[config.mk]
export PLATFORM = sky130hd
export DESIGN_NAME = io_arbiter_flat
export DESIGN_NICKNAME = d
export VERILOG_FILES = /design/src/rtl/io_arbiter_if.sv /design/src/rtl/io_arbiter.sv /design/src/flat_wrapper.sv
export SDC_FILE = /design/constraint.sdc
export NUM_CORES = 1
export LEC_CHECK = 0
export ABC_AREA = 1
export BUFFER_PORTS_ARGS = -buffer_cell sky130_fd_sc_hd__clkbuf_2
export CELL_PAD_IN_SITES_DETAIL_PLACEMENT = 0
export CELL_PAD_IN_SITES_GLOBAL_PLACEMENT = 1
export CORE_ASPECT_RATIO = 0.9
export CORE_MARGIN = 8
export CORE_UTILIZATION = 31
export DETAILED_ROUTE_END_ITERATION = 7
export PLACE_DENSITY = 0.76
export REMOVE_ABC_BUFFERS = 1
export SETUP_SLACK_MARGIN = 0.3
export SLEW_MARGIN = 20
export SYNTH_ARGS = -nofsm -noshare
export SYNTH_HDL_FRONTEND = slang
export SYNTH_SLANG_ARGS = --single-unit
[constraint.sdc]
create_clock -name i_clk -period 1.32 [get_ports i_clk]
set_clock_uncertainty 0.1 [all_clocks]
set_input_delay 0.264 -clock i_clk [delete_from_list [all_inputs] [get_ports i_clk]]
set_output_delay 0.264 -clock i_clk [all_outputs]
set_load 0.005 [all_outputs]
[src/rtl/io_arbiter_if.sv]
// Bus bundle between the two requesters, the arbiter and the board I/O register port.
interface io_arbiter_if;
  localparam int unsigned AW = 4;
  localparam int unsigned DW = 32;

  logic          m0_req;
  logic          m0_we;
  logic [AW-1:0] m0_a;
  logic [DW-1:0] m0_wd;
  logic [DW-1:0] m0_rd;
  logic          m0_ack;

  logic          m1_req;
  logic          m1_we;
  logic [AW-1:0] m1_a;
  logic [DW-1:0] m1_wd;
  logic [DW-1:0] m1_rd;
  logic          m1_ack;

  logic          io_we;
  logic [AW-1:0] io_a;
  logic [DW-1:0] io_wd;
  logic [DW-1:0] io_rd;

  logic [1:0]    gnt;
  logic          busy;

  // Arbiter side.
  modport slave (
    input  m0_req, m0_we, m0_a, m0_wd,
    output m0_rd, m0_ack,
    input  m1_req, m1_we, m1_a, m1_wd,
    output m1_rd, m1_ack,
    output io_we, io_a, io_wd,
    input  io_rd,
    output gnt, busy
  );

  // Requesters plus board I/O side.
  modport master (
    output m0_req, m0_we, m0_a, m0_wd,
    input  m0_rd, m0_ack,
    output m1_req, m1_we, m1_a, m1_wd,
    input  m1_rd, m1_ack,
    input  io_we, io_a, io_wd,
    output io_rd,
    input  gnt, busy
  );
endinterface

[src/rtl/io_arbiter.sv]
// Two-master arbiter for the board I/O register port: fixed priority to M0 with
// an anti-starvation counter for M1, each grant run as a registered single beat.
module io_arbiter #(
  parameter int unsigned MAX_WAIT = 4
) (
  input  logic         i_clk,
  input  logic         i_rst_n,
  io_arbiter_if.slave  bus
);
  localparam int unsigned AW = 4;
  localparam int unsigned DW = 32;
  localparam int unsigned CW = 8;

  typedef enum logic [1:0] {ST_IDLE, ST_ACCESS, ST_RESP} state_t;

  state_t          r_state, w_state;
  logic            r_owner, w_owner;   // 1 = M1 owns the transaction
  logic            r_io_we, w_io_we;
  logic [AW-1:0]   r_io_a,  w_io_a;
  logic [DW-1:0]   r_io_wd, w_io_wd;
  logic [DW-1:0]   r_m0_rd, w_m0_rd;
  logic [DW-1:0]   r_m1_rd, w_m1_rd;
  logic            r_m0_ack, w_m0_ack;
  logic            r_m1_ack, w_m1_ack;
  logic [1:0]      r_gnt,   w_gnt;
  logic            r_busy,  w_busy;
  logic [CW-1:0]   r_wait_cnt, w_wait_cnt;
  logic            w_m1_wins;

  always_comb begin
    w_state    = r_state;
    w_owner    = r_owner;
    w_io_we    = r_io_we;
    w_io_a     = r_io_a;
    w_io_wd    = r_io_wd;
    w_m0_rd    = r_m0_rd;
    w_m1_rd    = r_m1_rd;
    w_m0_ack   = 1'b0;
    w_m1_ack   = 1'b0;
    w_gnt      = r_gnt;
    w_busy     = r_busy;
    w_wait_cnt = r_wait_cnt;
    // M1 wins when alone, or when it has lost MAX_WAIT contended rounds.
    w_m1_wins  = bus.m1_req && (!bus.m0_req || (r_wait_cnt >= CW'(MAX_WAIT)));

    case (r_state)
      ST_IDLE: begin
        w_io_we = 1'b0;
        w_io_a  = '0;
        w_io_wd = '0;
        if (bus.m0_req || bus.m1_req) begin
          w_state = ST_ACCESS;
          w_owner = w_m1_wins;
          w_busy  = 1'b1;
          if (w_m1_wins) begin
            w_io_we    = bus.m1_we;
            w_io_a     = bus.m1_a;
            w_io_wd    = bus.m1_wd;
            w_gnt      = 2'b10;
            w_wait_cnt = '0;
          end else begin
            w_io_we = bus.m0_we;
            w_io_a  = bus.m0_a;
            w_io_wd = bus.m0_wd;
            w_gnt   = 2'b01;
            if (bus.m1_req && (r_wait_cnt != {CW{1'b1}})) begin
              w_wait_cnt = r_wait_cnt + CW'(1);
            end
          end
        end
      end
      ST_ACCESS: begin
        w_state = ST_RESP;
        if (!r_io_we) begin
          if (r_owner) w_m1_rd = bus.io_rd;
          else         w_m0_rd = bus.io_rd;
        end
        w_io_we  = 1'b0;
        w_io_a   = '0;
        w_io_wd  = '0;
        w_m0_ack = !r_owner;
        w_m1_ack = r_owner;
      end
      ST_RESP: begin
        w_state = ST_IDLE;
        w_gnt   = 2'b00;
        w_busy  = 1'b0;
      end
      default: begin
        w_state = ST_IDLE;
        w_io_we = 1'b0;
        w_io_a  = '0;
        w_io_wd = '0;
        w_gnt   = 2'b00;
        w_busy  = 1'b0;
      end
    endcase
  end

  always_ff @(posedge i_clk or negedge i_rst_n) begin
    if (!i_rst_n) begin
      r_state    <= ST_IDLE;
      r_owner    <= 1'b0;
      r_io_we    <= 1'b0;
      r_io_a     <= '0;
      r_io_wd    <= '0;
      r_m0_rd    <= '0;
      r_m1_rd    <= '0;
      r_m0_ack   <= 1'b0;
      r_m1_ack   <= 1'b0;
      r_gnt      <= 2'b00;
      r_busy     <= 1'b0;
      r_wait_cnt <= '0;
    end else begin
      r_state    <= w_state;
      r_owner    <= w_owner;
      r_io_we    <= w_io_we;
      r_io_a     <= w_io_a;
      r_io_wd    <= w_io_wd;
      r_m0_rd    <= w_m0_rd;
      r_m1_rd    <= w_m1_rd;
      r_m0_ack   <= w_m0_ack;
      r_m1_ack   <= w_m1_ack;
      r_gnt      <= w_gnt;
      r_busy     <= w_busy;
      r_wait_cnt <= w_wait_cnt;
    end
  end

  assign bus.io_we  = r_io_we;
  assign bus.io_a   = r_io_a;
  assign bus.io_wd  = r_io_wd;
  assign bus.m0_rd  = r_m0_rd;
  assign bus.m1_rd  = r_m1_rd;
  assign bus.m0_ack = r_m0_ack;
  assign bus.m1_ack = r_m1_ack;
  assign bus.gnt    = r_gnt;
  assign bus.busy   = r_busy;
endmodule

[src/flat_wrapper.sv]
// flat-port wrapper written by rule: the top's interface ports become plain ports
module io_arbiter_flat 
#(
  parameter int unsigned MAX_WAIT = 4
)
  (i_clk, i_rst_n, bus_m0_req, bus_m0_we, bus_m0_a, bus_m0_wd, bus_m0_rd, bus_m0_ack, bus_m1_req, bus_m1_we, bus_m1_a, bus_m1_wd, bus_m1_rd, bus_m1_ack, bus_io_we, bus_io_a, bus_io_wd, bus_io_rd, bus_gnt, bus_busy);
  io_arbiter_if bus_i ();
  input  logic i_clk;
  input  logic i_rst_n;
  input wire logic [$bits(bus_i.m0_req)-1:0] bus_m0_req;
  input wire logic [$bits(bus_i.m0_we)-1:0] bus_m0_we;
  input wire logic [$bits(bus_i.m0_a)-1:0] bus_m0_a;
  input wire logic [$bits(bus_i.m0_wd)-1:0] bus_m0_wd;
  output wire logic [$bits(bus_i.m0_rd)-1:0] bus_m0_rd;
  output wire logic [$bits(bus_i.m0_ack)-1:0] bus_m0_ack;
  input wire logic [$bits(bus_i.m1_req)-1:0] bus_m1_req;
  input wire logic [$bits(bus_i.m1_we)-1:0] bus_m1_we;
  input wire logic [$bits(bus_i.m1_a)-1:0] bus_m1_a;
  input wire logic [$bits(bus_i.m1_wd)-1:0] bus_m1_wd;
  output wire logic [$bits(bus_i.m1_rd)-1:0] bus_m1_rd;
  output wire logic [$bits(bus_i.m1_ack)-1:0] bus_m1_ack;
  output wire logic [$bits(bus_i.io_we)-1:0] bus_io_we;
  output wire logic [$bits(bus_i.io_a)-1:0] bus_io_a;
  output wire logic [$bits(bus_i.io_wd)-1:0] bus_io_wd;
  input wire logic [$bits(bus_i.io_rd)-1:0] bus_io_rd;
  output wire logic [$bits(bus_i.gnt)-1:0] bus_gnt;
  output wire logic [$bits(bus_i.busy)-1:0] bus_busy;
  assign bus_i.m0_req = bus_m0_req;
  assign bus_i.m0_we = bus_m0_we;
  assign bus_i.m0_a = bus_m0_a;
  assign bus_i.m0_wd = bus_m0_wd;
  assign bus_m0_rd = bus_i.m0_rd;
  assign bus_m0_ack = bus_i.m0_ack;
  assign bus_i.m1_req = bus_m1_req;
  assign bus_i.m1_we = bus_m1_we;
  assign bus_i.m1_a = bus_m1_a;
  assign bus_i.m1_wd = bus_m1_wd;
  assign bus_m1_rd = bus_i.m1_rd;
  assign bus_m1_ack = bus_i.m1_ack;
  assign bus_io_we = bus_i.io_we;
  assign bus_io_a = bus_i.io_a;
  assign bus_io_wd = bus_i.io_wd;
  assign bus_i.io_rd = bus_io_rd;
  assign bus_gnt = bus_i.gnt;
  assign bus_busy = bus_i.busy;
  io_arbiter #(.MAX_WAIT(MAX_WAIT)) u_core (.i_clk(i_clk), .i_rst_n(i_rst_n), .bus(bus_i));
endmodule
## Yosys cells after proc, flatten, opt, wreduce, memory -nomap -nowiden

Cells that the tools add are included.

| word-level totals | value |
|---|---|
| flip-flop bits (word level) | 117 |
| input port bits | 110 |
| output and inout port bits | 106 |
| word-level logic and storage cells | 54 |

| operators by class | value |
|---|---|
| $add $sub $neg | 1 |
| magnitude comparators | 1 |
| equality and inequality tests | 4 |
| mux-type cells | 20 |
| bitwise gates (word level) | 3 |
| reduce and logical (&&, ||, !) cells | 13 |

Operator list:

| kind | count |
|---|---|
| $mux W32 | 2 |
| $pmux W32 S2 | 1 |
| $mux W8 | 2 |
| $reduce_and A3 Y1 | 3 |
| $add A8 B1 Y8 const B | 1 |
| $ge A8 B3 Y1 const B | 1 |
| $mux W4 | 2 |
| $ne A8 B8 Y1 const B | 1 |
| $pmux W2 S2 | 2 |
| $pmux W4 S2 | 1 |
| $mux W2 | 3 |
| $mux W1 | 5 |
| $pmux W1 S2 | 2 |
| $reduce_and A2 Y1 | 2 |
| $not A1 Y1 | 3 |
| $eq A2 B1 Y1 const B | 1 |
| $eq A2 B2 Y1 const B | 1 |
| $logic_and A1 B1 Y1 | 2 |
| $logic_not A1 Y1 | 2 |
| $logic_not A2 Y1 | 1 |
| $logic_or A1 B1 Y1 | 2 |
| $ne A2 B1 Y1 const B | 1 |
| $reduce_bool A2 Y1 | 1 |

## Logic depth before layout (Yosys ltp)

| logic depth | value |
|---|---|
| word-level depth | 6 |
| gate-level depth with buffers | 10 |
| gate-level depth less buffers | 8 |

## Worst setup path before layout

OpenSTA, ideal clock, no wires.

| timing path | value |
|---|---|
| path type | register -> register |
| from | register u_core.r_wait_cnt[5] |
| to | register u_core.r_io_wd[21], in the netlist u_core.bus.io_wd[21] |
| library setup time | 117 ps |
| arrival | 1118 ps |
| required time | 1103 ps |
| path slack | -14 ps |
| stages on the path, launching flop included | 11 |
| buffers on the path | 2 |
| period minus slack after synthesis | 1334 ps |
| cells stage by stage | dfrtp_1 > inv_1 > nand2_1 > nor2_1 > nand2_1 > buf_2 > buf_2 > nand3_1 > nand2_1 > inv_1 > nand2_1 |

| on the way | value |
|---|---|
| longest elaborated chain between the ends | 6 |

RTL lines:

| item | line | source |
|---|---|---|
| from (decl) | io_arbiter.sv:27 | `logic [CW-1:0] r_wait_cnt, w_wait_cnt;` |
| from (signal assigned) | io_arbiter.sv:126 | `r_wait_cnt <= w_wait_cnt;` |
| $ge A8 B3 Y1 | io_arbiter.sv:44 | `w_m1_wins = bus.m1_req && (!bus.m0_req \|\| (r_wait_cnt >= CW'(MAX_WAIT)));` |
| $logic_or A1 B1 Y1 | io_arbiter.sv:44 |  |
| $logic_and A1 B1 Y1 | io_arbiter.sv:44 |  |
| $mux W32 | io_arbiter.sv:55 | `if (w_m1_wins) begin` |
| $mux W32 | io_arbiter.sv:51 | `if (bus.m0_req \|\| bus.m1_req) begin` |
| $pmux W32 S2 | io_arbiter.sv:46 | `case (r_state)` |
| to (signal assigned) | io_arbiter.sv:119 | `r_io_wd <= w_io_wd;` |
| to (decl) | io_arbiter.sv:20 | `logic [DW-1:0] r_io_wd, w_io_wd;` |

No other way between the ends.
A chain may end at the register's enable or synchronous reset.

## Final worst setup path

| timing path | value |
|---|---|
| from | register u_core.r_state[1] |
| to | register u_core.r_m0_rd[2], in the netlist u_core.bus.m0_rd[2] |

| on the way | value |
|---|---|
| longest elaborated chain between the ends | 2 |

RTL lines:

| item | line | source |
|---|---|---|
| from (decl) | io_arbiter.sv:16 | `state_t r_state, w_state;` |
| from (signal assigned) | io_arbiter.sv:115 | `r_state <= w_state;` |
| $eq A2 B1 Y1 | io_arbiter.sv:46 |  |
| $reduce_and A3 Y1 (no source line) | n/a |  |
| to (signal assigned) | io_arbiter.sv:120 | `r_m0_rd <= w_m0_rd;` |
| to (decl) | io_arbiter.sv:21 | `logic [DW-1:0] r_m0_rd, w_m0_rd;` |

No other way between the ends.

==> impl_metrics.tcl <==
set metrics [dict create \
    met3_usage_pct 4.30 \
    slew_violations 0 \
    grt_pass1_wl_um 26200 \
    post_dp_cell_area_um2 6540 \
    cts.htree.levels 4 \
    drive_gt1_share_pct 50.4 \
    yosysTopAreaCell "dfrtp_1" \
    vias 5332 \
    synthTopCellsByArea "dfrtp_1 58%, nand2_1 14%, nand3_1 7.5%, inv_1 6.2%, o21ai_0 4.3%" \
    synth_fa_ha_area_share_pct 0.496 \
    finish.utilization_pct 58.3 \
    ios 216 \
    start_kind "register" \
    setup_viol 111 \
    min_period_over_period_pct 113 \
    core_um2 16000 \
    dpl.hpwl_um 11300 \
    async_flop_share_pct 100 \
    relSlewSlack_pct 78.1 \
    critPathMaxStageDelay_ps 410 \
    clk_pin_slew_worst_paths_ps 60 \
    setup-tns-final_ps -11180 \
    critPathCaptureType "register" \
    synthXorXnorAreaFrac_pct 0 \
    yosysTopAreaCellShare_pct 58.1 \
    maxCapViolCount 0 \
    violations "setup timing" \
    hold_path_class "in -> reg" \
    grt_use_met2_pct 28.5 \
    p_per_area_nw_per_um2 2290 \
    numPortBuffers 215 \
    outcome "finished with violations" \
    crit_chain "nor2_4, inv_2, nor2_4, nand2_8, clkbuf_16, nand2_1, o21ai_0" \
    gp_congestion 0.793 \
    ctsLongestPathBuffers 2 \
    clock-sinks 117 \
    antenna_found_initial 0 \
    grt_use_met1_pct 18.8 \
    wl_um 20200 \
    syn-cell-area_um2 5040 \
    setup_slack_ps -166 \
    cts_root_buf "clkbuf_16" \
    diodes 0 \
    synth_edf_count 0 \
    min_period_ps 1490 \
    grt.total_usage_pct 16.2 \
    stdcell_area_um2 9340 \
    clock_latency_ps 400 \
    die_x_um 150 \
    crit_fanout 9 \
    ys.flop_type "dfrtp_1" \
    drc 0 \
    grt_setup_unrepaired "true" \
    ys_seq_area_share_pct 58.1 \
    cts_tree "done" \
    arrival_ps 1670 \
    synth_top_family_by_area "simple AND/OR/NAND/NOR gates" \
    firstDrtPassIters 5 \
    routed_via_density 4.48 \
    gr-total-overflow 0 \
    slowest_stage "dfrtp_1" \
    grt_max_degree 57 \
    yosys.area_share.simple_pct 23.3 \
    worst-slew-pin-transition_ps 328 \
    ant_nets 0 \
    drt_iter0_markers 285 \
    path_class "reg -> reg" \
    synth_mux_area_share_pct 0 \
    timing.hold.ws_ps 1.55 \
    rows 44 \
    synth_compound_area_share_pct 7.20 \
    ys_types 17 \
    hold_path_depth 3 \
    die_area_um2 20600 \
    start_util_pct 31.5 \
    cts_buffers 17 \
    grt-busiest-layer "met2" \
    fin_nets 1083 \
    leakage_uw 0.00505 \
    synth_seq_cells 117 \
    grt_pass1_vias 5137 \
    cp_data_required_time_ps 1510 \
    cp_common_cell "nor2_4" \
    netlist_top_cells_count "185 x nand2_1, 117 x dfrtp_1, 83 x inv_1, 76 x nand3_1, 43 x o21ai_0" \
    yosysWarnings 0 \
    synthesis.instances 585 \
    avgSynthCellArea_um2 8.62 \
    vdd_drop_max_v 0.00116 \
    rr_worst_depth 7 \
    synth.most_common_cell "nand2_1" \
    clock.fmax_ghz 0.673 \
    die_y_um 137 \
    final-hold-violation-count 0 \
    syn_to_final_growth_pct 85.3 \
    wl_per_cell_um 17.0 \
    nFillCells 1367 \
]
## metrics by stage
| stage | instances | total power (uW) | setup slack (ps) |
|---|---|---|---|
| final | 1190 | 21400 | -166 |
| after global routing | 1190 | 22600 | -227 |
| after CTS | 1127 | 18300 | -79.8 |
| after detailed placement | 1008 | 12400 | -74.5 |
| after global placement | 1008 | 12300 | -50.0 |
| after floorplan | 553 | 8740 | -1050 |
## kinds of logic after synthesis
group	Yosys count
DFF	117
buffers and inverters	117
AOI/OAI and AO/OA	72
and+or+nand+nor	277
adders and majority gates	2
## critical path, delay by kind of cell (launching register included)
kind / cells / cell delay [ps]
AND/OR/NAND/NOR: 4 / 500
flip-flops: 1 / 410
buffers and inverters: 2 / 270
AO/OA/AOI/OAI: 1 / 80
## routing by layer
| layer | share of wire [%] | up-vias | wire (um) |
|---|---|---|---|
| li1 | - | 2597 | - |
| met1 | 42 | 2554 | 8460 |
| met2 | 51 | 148 | 10400 |
| met3 | 4.8 | 33 | 977 |
| met4 | 2.0 | 0 | 406 |
| met5 | 0 | - | 0 |
## path summary, 6_finish.rpt
check                                     start  slack, ps                   end
setup / recovery              u_core.r_state[1]       -170   u_core.bus.m0_rd[2]
hold / removal                     bus_io_rd[5]          2   u_core.bus.m0_rd[5]
setup reg to reg              u_core.r_state[1]       -170   u_core.bus.m0_rd[2]
hold reg to reg            u_core.bus.m0_rd[10]        380  u_core.bus.m0_rd[10]
max in group asynchronous               i_rst_n        490  u_core.bus.m0_rd[10]
min in group asynchronous               i_rst_n        320   u_core.bus.m0_rd[4]
## what timing repair did
item | CTS | global route
pin swaps | 2 | 27
resized for setup | 61 | 194
endpoints found under the hold margin | 192 | 0
hold buffers | 61 | 0
setup buffers | 23 | 42
cloned | 4 | 21
setup endpoints to repair | 221 | 221
## final cells by class
type	instances	area (um^2)	share of cell area, %
flip-flops and latches	117	2930	31.3
well taps	207	259	2.77
inverters	85	323	3.46
clock inverters	10	105	1.12
repair buffers	399	3210	34.4
clock buffers	21	470	5.04
multi-input cells	351	2050	21.9
## sequential cells by signal, indices dropped and copies added, names as in the netlist
register and flops:
u_core.bus.io_wd 32, u_core.bus.m0_rd 32, u_core.bus.m1_rd 32, u_core.r_wait_cnt 8, u_core.bus.io_a 4, u_core.bus.gnt 2, u_core.r_state 2, u_core.bus.busy 1
u_core.bus.io_we 1, u_core.bus.m0_ack 1, u_core.bus.m1_ack 1, u_core.r_owner 1
## power breakdown
part           internal [uW]  total, uW  switching [uW]
logic                   5590      10700            5100
clock network           2890       4530            1630
registers               5250       6170             926
## layout by cell type (no fill, tap or decap), drive strengths merged
cell,count
o21ai,71
a22oi,1
clkinvlp,3
clkinv,6
inv,84
dlygate4sd3,61
buf,162
nand3,76
nand2,187
clkbuf,196
bufinv,2
nor2,14
ha,2
dfrtp,117
bufbuf,1
Note: power is estimated with default switching activity, not from simulation.
